==> config.mk <==
export PLATFORM = sky130hd
export DESIGN_NAME = hazard_ctrl_flat
export DESIGN_NICKNAME = d
export VERILOG_FILES = /design/src/rtl/hazard_ctrl_if.sv /design/src/rtl/hazard_ctrl.sv /design/src/flat_wrapper.sv
export SDC_FILE = /design/constraint.sdc
export NUM_CORES = 1
export LEC_CHECK = 0
export CAP_MARGIN = 20
export CORE_UTILIZATION = 30
export CTS_CLUSTER_DIAMETER = 50
export DETAILED_ROUTE_END_ITERATION = 8
export SYNTH_ARGS = -nofsm -noshare
export SYNTH_HDL_FRONTEND = slang
export SYNTH_SLANG_ARGS = --single-unit
==> constraint.sdc <==
create_clock -name clock__i -period 1.89 [get_ports clock__i]
set_clock_uncertainty 0.2 [all_clocks]
set_input_delay 0.378 -clock clock__i [delete_from_list [all_inputs] [get_ports clock__i]]
set_output_delay 0.378 -clock clock__i [all_outputs]
set_load 0.02 [all_outputs]
==> src/rtl/hazard_ctrl_if.sv <==
// Handshake bundle between the pipeline datapath and the hazard controller.
// The slave side is the hazard controller; the master side is whatever
// drives the pipeline status (the datapath, or a bench).
interface hazard_ctrl_if;
  logic [4:0]  IFID_rs__i;
  logic [4:0]  IFID_rt__i;
  logic        IFID_uses_hilo__i;
  logic        IDEX_mem_read__i;
  logic [4:0]  IDEX_rt__i;
  logic        branch_taken__i;
  logic        jump__i;
  logic        muldiv_start__i;
  logic        mem_wait__i;

  logic        pc_enable__o;
  logic        ifid_enable__o;
  logic        ifid_flush__o;
  logic        idex_bubble__o;
  logic        freeze__o;
  logic        muldiv_busy__o;
  logic [15:0] stall_cycles__o;

  modport slave (
    input  IFID_rs__i, IFID_rt__i, IFID_uses_hilo__i, IDEX_mem_read__i,
           IDEX_rt__i, branch_taken__i, jump__i, muldiv_start__i, mem_wait__i,
    output pc_enable__o, ifid_enable__o, ifid_flush__o, idex_bubble__o,
           freeze__o, muldiv_busy__o, stall_cycles__o
  );

  modport master (
    output IFID_rs__i, IFID_rt__i, IFID_uses_hilo__i, IDEX_mem_read__i,
           IDEX_rt__i, branch_taken__i, jump__i, muldiv_start__i, mem_wait__i,
    input  pc_enable__o, ifid_enable__o, ifid_flush__o, idex_bubble__o,
           freeze__o, muldiv_busy__o, stall_cycles__o
  );
endinterface

==> src/rtl/hazard_ctrl.sv <==
// Pipeline hazard controller: load-use and HI/LO interlocks, branch/jump
// flush, memory-wait freeze, and a saturating stall-cycle counter.
// Control outputs are purely combinational from inputs and registered state.
module hazard_ctrl #(
  parameter int MULDIV_CYCLES = 32
) (
  input  logic          clock__i,
  input  logic          reset_n__i,
  hazard_ctrl_if.slave  hz
);

  typedef enum logic {RUN = 1'b0, BUSY = 1'b1} state_t;

  localparam logic [5:0] CNT_LOAD = 6'(MULDIV_CYCLES - 1);

  state_t      state_q, state_d;
  logic [5:0]  cnt_q, cnt_d;
  logic [15:0] stall_q, stall_d;

  logic load_use, hilo_stall, redirect;
  logic pc_en, ifid_en, flush, bubble, frz;

  // Hazard detection; a load into $zero never creates a dependency.
  always_comb begin
    load_use   = hz.IDEX_mem_read__i && (hz.IDEX_rt__i != 5'd0) &&
                 ((hz.IDEX_rt__i == hz.IFID_rs__i) || (hz.IDEX_rt__i == hz.IFID_rt__i));
    hilo_stall = (state_q == BUSY) && hz.IFID_uses_hilo__i;
    redirect   = hz.branch_taken__i || hz.jump__i;
  end

  // Prioritised control outputs: reset, mem_wait, interlock, redirect, none.
  always_comb begin
    pc_en   = 1'b1;
    ifid_en = 1'b1;
    flush   = 1'b0;
    bubble  = 1'b0;
    frz     = 1'b0;
    if (!reset_n__i) begin
      pc_en   = 1'b0;
      ifid_en = 1'b0;
      flush   = 1'b1;
      bubble  = 1'b1;
    end else if (hz.mem_wait__i) begin
      pc_en   = 1'b0;
      ifid_en = 1'b0;
      frz     = 1'b1;
    end else if (load_use || hilo_stall) begin
      pc_en   = 1'b0;
      ifid_en = 1'b0;
      bubble  = 1'b1;
    end else if (redirect) begin
      flush   = 1'b1;
    end
  end

  // Mult/div occupancy tracking; a new op always supersedes the pending one,
  // and a frozen pipeline holds everything including the start request.
  always_comb begin
    state_d = state_q;
    cnt_d   = cnt_q;
    if (!hz.mem_wait__i) begin
      if (hz.muldiv_start__i) begin
        state_d = BUSY;
        cnt_d   = CNT_LOAD;
      end else if (state_q == BUSY) begin
        if (cnt_q == 6'd0) begin
          state_d = RUN;
        end else begin
          cnt_d = cnt_q - 6'd1;
        end
      end
    end
  end

  // Stall-cycle counter sticks at all-ones instead of wrapping.
  always_comb begin
    stall_d = stall_q;
    if (!pc_en && (stall_q != 16'hFFFF)) begin
      stall_d = stall_q + 16'd1;
    end
  end

  // State, counter and statistics registers.
  always_ff @(posedge clock__i or negedge reset_n__i) begin
    if (!reset_n__i) begin
      state_q <= RUN;
      cnt_q   <= 6'd0;
      stall_q <= 16'd0;
    end else begin
      state_q <= state_d;
      cnt_q   <= cnt_d;
      stall_q <= stall_d;
    end
  end

  assign hz.pc_enable__o    = pc_en;
  assign hz.ifid_enable__o  = ifid_en;
  assign hz.ifid_flush__o   = flush;
  assign hz.idex_bubble__o  = bubble;
  assign hz.freeze__o       = frz;
  assign hz.muldiv_busy__o  = (state_q == BUSY);
  assign hz.stall_cycles__o = stall_q;

endmodule

==> src/flat_wrapper.sv <==
// flat-port wrapper written by rule: the top's interface ports become plain ports
module hazard_ctrl_flat 
#(
  parameter int MULDIV_CYCLES = 32
)
  (clock__i, reset_n__i, hz_IFID_rs__i, hz_IFID_rt__i, hz_IFID_uses_hilo__i, hz_IDEX_mem_read__i, hz_IDEX_rt__i, hz_branch_taken__i, hz_jump__i, hz_muldiv_start__i, hz_mem_wait__i, hz_pc_enable__o, hz_ifid_enable__o, hz_ifid_flush__o, hz_idex_bubble__o, hz_freeze__o, hz_muldiv_busy__o, hz_stall_cycles__o);
  hazard_ctrl_if hz_i ();
  input  logic clock__i;
  input  logic reset_n__i;
  input wire logic [$bits(hz_i.IFID_rs__i)-1:0] hz_IFID_rs__i;
  input wire logic [$bits(hz_i.IFID_rt__i)-1:0] hz_IFID_rt__i;
  input wire logic [$bits(hz_i.IFID_uses_hilo__i)-1:0] hz_IFID_uses_hilo__i;
  input wire logic [$bits(hz_i.IDEX_mem_read__i)-1:0] hz_IDEX_mem_read__i;
  input wire logic [$bits(hz_i.IDEX_rt__i)-1:0] hz_IDEX_rt__i;
  input wire logic [$bits(hz_i.branch_taken__i)-1:0] hz_branch_taken__i;
  input wire logic [$bits(hz_i.jump__i)-1:0] hz_jump__i;
  input wire logic [$bits(hz_i.muldiv_start__i)-1:0] hz_muldiv_start__i;
  input wire logic [$bits(hz_i.mem_wait__i)-1:0] hz_mem_wait__i;
  output wire logic [$bits(hz_i.pc_enable__o)-1:0] hz_pc_enable__o;
  output wire logic [$bits(hz_i.ifid_enable__o)-1:0] hz_ifid_enable__o;
  output wire logic [$bits(hz_i.ifid_flush__o)-1:0] hz_ifid_flush__o;
  output wire logic [$bits(hz_i.idex_bubble__o)-1:0] hz_idex_bubble__o;
  output wire logic [$bits(hz_i.freeze__o)-1:0] hz_freeze__o;
  output wire logic [$bits(hz_i.muldiv_busy__o)-1:0] hz_muldiv_busy__o;
  output wire logic [$bits(hz_i.stall_cycles__o)-1:0] hz_stall_cycles__o;
  assign hz_i.IFID_rs__i = hz_IFID_rs__i;
  assign hz_i.IFID_rt__i = hz_IFID_rt__i;
  assign hz_i.IFID_uses_hilo__i = hz_IFID_uses_hilo__i;
  assign hz_i.IDEX_mem_read__i = hz_IDEX_mem_read__i;
  assign hz_i.IDEX_rt__i = hz_IDEX_rt__i;
  assign hz_i.branch_taken__i = hz_branch_taken__i;
  assign hz_i.jump__i = hz_jump__i;
  assign hz_i.muldiv_start__i = hz_muldiv_start__i;
  assign hz_i.mem_wait__i = hz_mem_wait__i;
  assign hz_pc_enable__o = hz_i.pc_enable__o;
  assign hz_ifid_enable__o = hz_i.ifid_enable__o;
  assign hz_ifid_flush__o = hz_i.ifid_flush__o;
  assign hz_idex_bubble__o = hz_i.idex_bubble__o;
  assign hz_freeze__o = hz_i.freeze__o;
  assign hz_muldiv_busy__o = hz_i.muldiv_busy__o;
  assign hz_stall_cycles__o = hz_i.stall_cycles__o;
  hazard_ctrl #(.MULDIV_CYCLES(MULDIV_CYCLES)) u_core (.clock__i(clock__i), .reset_n__i(reset_n__i), .hz(hz_i));
endmodule
* Yosys cells after proc, flatten, opt, wreduce, memory -nomap -nowiden
Cells that the tools add are included. W data, S select, Z words.
Word-level totals: bits in registers 23, bits of input ports 23
Cells by class: equal/unequal tests 4, reduce and logical (&&, ||, !) cells 12, mux-type cells 18, $add $sub $neg 2, bitwise operators 1
Operators by type and width (number):
- $mux W6 | 3
- $add A16 B1 Y16 const B | 1
- $ne A16 B16 Y1 const B | 1
- $mux W1 | 15
- $eq A5 B5 Y1 | 2
- $logic_not A6 Y1 | 1
- $sub A6 B1 Y6 const B | 1
- $reduce_bool A5 Y1 | 1
- $logic_and A1 B1 Y1 | 4
- $logic_or A1 B1 Y1 | 3
- $reduce_and A3 Y1 | 1
- $ne A2 B2 Y1 const B | 1
- $reduce_bool A2 Y1 | 1
- $logic_not A1 Y1 | 1
- $not A1 Y1 | 1

* Logic depth before layout (Yosys ltp)
word-level depth 9, depth in mapped cells 8, depth with buffers taken out 8

* Worst setup path before layout
No wires, ideal clock.
kind input port to output port, start in hz_IDEX_rt__i[0], end out hz_pc_enable__o, setup slack -0.373 ns, stages 6, data arrival time 1.685 ns, path buffers 2, cells stage by stage or4_1 -> o21ai_2 -> o21bai_2 -> buf_2 -> inv_1 -> buf_4
On the way: longest elaborated chain between the ends 7, elaborated cells between the ends (all ways) 10, those cells by class 2 x eq/ne; 3 x mux; 5 x reduce/logical
RTL lines:
- from (decl) | RTL line flat_wrapper.sv:14 | input wire logic [$bits(hz_i.IDEX_rt__i)-1:0] hz_IDEX_rt__i;
- $eq A5 B5 Y1 or $reduce_bool A5 Y1 (tied branches) | RTL line hazard_ctrl.sv:26, hazard_ctrl.sv:25
- $logic_or A1 B1 Y1 or $logic_and A1 B1 Y1 (tied branches) | RTL line hazard_ctrl.sv:26, hazard_ctrl.sv:25
- $logic_and A1 B1 Y1 (*) | RTL line hazard_ctrl.sv:25 | load_use = hz.IDEX_mem_read__i && (hz.IDEX_rt__i != 5'd0) &&
- $logic_or A1 B1 Y1 (*) | RTL line hazard_ctrl.sv:47 | end else if (load_use || hilo_stall) begin
- $mux W1 (*) (3 in series)
- to (decl) | RTL line flat_wrapper.sv:19 | output wire logic [$bits(hz_i.pc_enable__o)-1:0] hz_pc_enable__o;
Mark *: on every way between the ends. The rest lies on a longest branch, timed or not.

* Worst setup path after layout
start in hz_IDEX_rt__i[0], end out hz_pc_enable__o
On the way: longest elaborated chain between the ends 7, elaborated cells between the ends (all ways) 10, those cells by class 2 x eq/ne; 3 x mux; 5 x reduce/logical
RTL lines:
- $eq A5 B5 Y1 or $reduce_bool A5 Y1 (tied branches) | RTL line hazard_ctrl.sv:26, hazard_ctrl.sv:25
- $logic_or A1 B1 Y1 or $logic_and A1 B1 Y1 (tied branches) | RTL line hazard_ctrl.sv:26, hazard_ctrl.sv:25
- $logic_and A1 B1 Y1 (*) | RTL line hazard_ctrl.sv:25
- $logic_or A1 B1 Y1 (*) | RTL line hazard_ctrl.sv:47
- $mux W1 (*) | RTL line hazard_ctrl.sv:47
- $mux W1 (*) | RTL line hazard_ctrl.sv:43 | end else if (hz.mem_wait__i) begin
- $mux W1 (*) | RTL line hazard_ctrl.sv:38 | if (!reset_n__i) begin
Marked as above.

==> impl_metrics.ini <==
[route]
firstDrtPassIters = 4
ant_nets = 0
drtIter0Drc = 58
vias = 1304
met2_length_um = 2140
drt-met1-wl_um = 1530
route.met3.wl_um = 140
post_drt_wl_per_cell_um = 15.0
maxUsedRoutingLayer = met4
drt_wl_total_um = 3890
drc = 0
viasPerCell = 5.02

[sta]
timing.fmax_mhz = 455
setup_tns_ns = -3.41
hold_ws_ns = 0.00326
fin_ws_ns = -0.309
finalCritPeriodShare_pct = 116
min_period_ns = 2.20
timing.slew.headroom_pct = 72.3
setup_violations = 19
worstMarginPinSlew_ns = 0.413
rsz0062_at_grt = yes
hold_violations = 0
maxSlewViolCount = 0

[floorplanning]
rows = 24
die_width_um = 69.0
ioPinCount = 45
fp.coreArea_um2 = 4320
initial_core_util_pct = 31.2
die_area_um2 = 4760
die_h_um = 69.0

[placement]
placed_cells = 251
hpwl_um = 2830
portBuffers = 44
finalWeightedCongestion = 0.842

[critical_path]
path_cells = buf_8, or4_4, o21ai_4, buf_4, o21bai_4, inv_6, buf_6
crit_required_ns = 1.31
cp.buffers_inverters = 4
crit_arrival_ns = 1.62
crit_slowest_cell = or4_4
critPathLaunch = hz_IDEX_rt__i[0]
startpoint_type = input port
path_delay_family = simple AND/OR/NAND/NOR gates
path_class = in2out
cp_slowest_stage_delay_ns = 0.54
crit_fanout = 2
r2r_start = u_core.hz.stall_cycles__o[4]
end_kind = output port

[cts]
clock_latency_ns = 0.27
root_buffer = clkbuf_8
clk_pin_slew_ns = 0.08
ctsHoldBuffers = 0
clk_path_buf_depth = 2
numCtsBuffers = 3
h-tree-depth = 1
cts_tree = yes
cts.sinks = 23

[synth]
yosysSeqAreaShare_pct = 42.7
synth_edf_count = 0
syn-cell-area_um2 = 1350
synth-seq-cells = 23
synth.distinct_cells = 39
syn_inst = 136
ys.flop_type = dfrtp_1
syn-num-nets = 162
synthArstFlopShare_pct = 100
syn_avg_cell_area_um2 = 9.91
synth_warnings = 0

[grt]
grt_overflow = 0
grtUsageTotal_pct = 15.9
grt_first_pass_wirelength_um = 6010
grt_pass1_vias = 1368
grt_max_degree = 19
antenna_found_initial = 0

[status]
violations = setup timing
status = finished with violations

[flow_run]
max_cap_viol_count = 0

[pwr]
power_w = 0.00181
p_leak_nw = 1.03
peakVddDrop_mv = 0.394
power_density_nw_per_um2 = 817

[layout]
antenna_cells = 0
nNetsFinal = 235
syn_to_final_growth_pct = 64.2
layout.cells.non_filler = 260
utilization_pct = 51.2
drive_gt1_share_pct = 38.9

[worst_hold_path]
worst_hold_path_type = in2async
==> Yosys cell counts, types with 2 or more instances <==
| cell | number | share of area [%] |
|---|---|---|
| a21oi_1 | 7 | 2.6 |
| a31oi_1 | 4 | 1.9 |
| and3_1 | 6 | 2.8 |
| dfrtp_1 | 23 | 43 |
| ha_1 | 3 | 2.8 |
| inv_1 | 6 | 1.7 |
| nand2_1 | 5 | 1.4 |
| nand3_1 | 10 | 3.7 |
| nand4_1 | 5 | 2.3 |
| nor2_1 | 8 | 2.2 |
| nor3_1 | 5 | 1.9 |
| o21ai_0 | 3 | 1.1 |
| or2_2 | 2 | 0.93 |
| xnor2_1 | 14 | 9.1 |
| xor2_1 | 11 | 7.1 |
==> cell usage in the layout, fill, tap and decap left out, drive strengths merged, types with 3 or more instances in the layout <==
cell / count
a21oi: 8
a31oi: 4
and3: 7
buf: 35
clkbuf: 9
clkdlybuf4s50: 7
dfrtp: 23
dlygate4sd2: 16
dlymetal6s2s: 5
ha: 3
inv: 6
nand2: 5
nand3: 10
nand4: 5
nor2: 8
nor3: 5
o21ai: 5
xnor2: 14
xor2: 11
==> registers in the layout, indices dropped and copies added (netlist names) <==
signal and flops:
u_core.hz.muldiv_busy__o 1, u_core.cnt_q 6, u_core.hz.stall_cycles__o 16
==> repair_timing <==
item | 4_1_cts | 5_1_grt
setup buffers | 3 | 2
resized for setup | 95 | 25
pin swaps | 24 | 14
setup endpoints to repair | 32 | 29
==> worst register-to-register path: cells and delay by family, from the launching register on <==
| kind | cells | cell delay, ns |
|---|---|---|
| compound gates | 2 | 0.47 |
| flops | 1 | 0.44 |
| simple gates | 3 | 0.61 |
| mux | 1 | 0.07 |
==> worst paths after layout <==
path                                            endpoint  slack [ns]  cells after the start
max                                      hz_pc_enable__o       -0.31                      7
min                         u_core.hz.stall_cycles__o[1]       0.003                      2
max reg2reg                u_core.hz.stall_cycles__o[10]       -0.02                      6
min reg2reg                 u_core.hz.stall_cycles__o[5]        0.28                      1
max in group asynchronous   u_core.hz.stall_cycles__o[2]        1.18                      2
min in group clock__i       u_core.hz.stall_cycles__o[5]        0.28                      1
==> metal layers <==
metal  track usage, %  vias to the layer above
li1                 -                      628
met1             16.8                      637
met2             29.6                       29
met3             3.95                       10
met4             6.58                        0
met5                0                        -
==> cell families after synthesis <==
| group | count (synthesis) | synth area share [%] |
|---|---|---|
| buf+inv | 8 | 2.60 |
| flops | 23 | 42.7 |
| mux | 2 | 1.86 |
| simple gates | 48 | 19.5 |
| fa+ha+maj | 3 | 2.79 |
| compound gates | 27 | 14.3 |
| xor+xnor | 25 | 16.2 |
==> power breakdown <==
part	internal (W)	switching [W]	leakage [nW]	total (W)
Sequential	0.000599	0.0000927	0.274	0.000691
Combinational	0.000408	0.000398	0.737	0.000806
Clock	0.000151	0.000160	0.0228	0.000311
==> metrics by stage <==
step	area, um^2	worst slack (ns)
after floorplan	1390	-0.194
after global placement	2030	-1.12
after detailed placement	2030	-1.18
after CTS	2170	-0.302
after global routing	2210	-0.336
final	2210	-0.309
==> area by class of cell <==
class / instances / area [um^2]
Tap cell: 52 / 65.1
Multi-Input combinational cell: 105 / 865
Clock buffer: 4 / 45.0
Fill cell: 407 / 2110
Timing Repair Buffer: 70 / 629
Inverter: 6 / 27.5
Sequential cell: 23 / 581
Note: power is estimated with default switching activity, not from simulation.
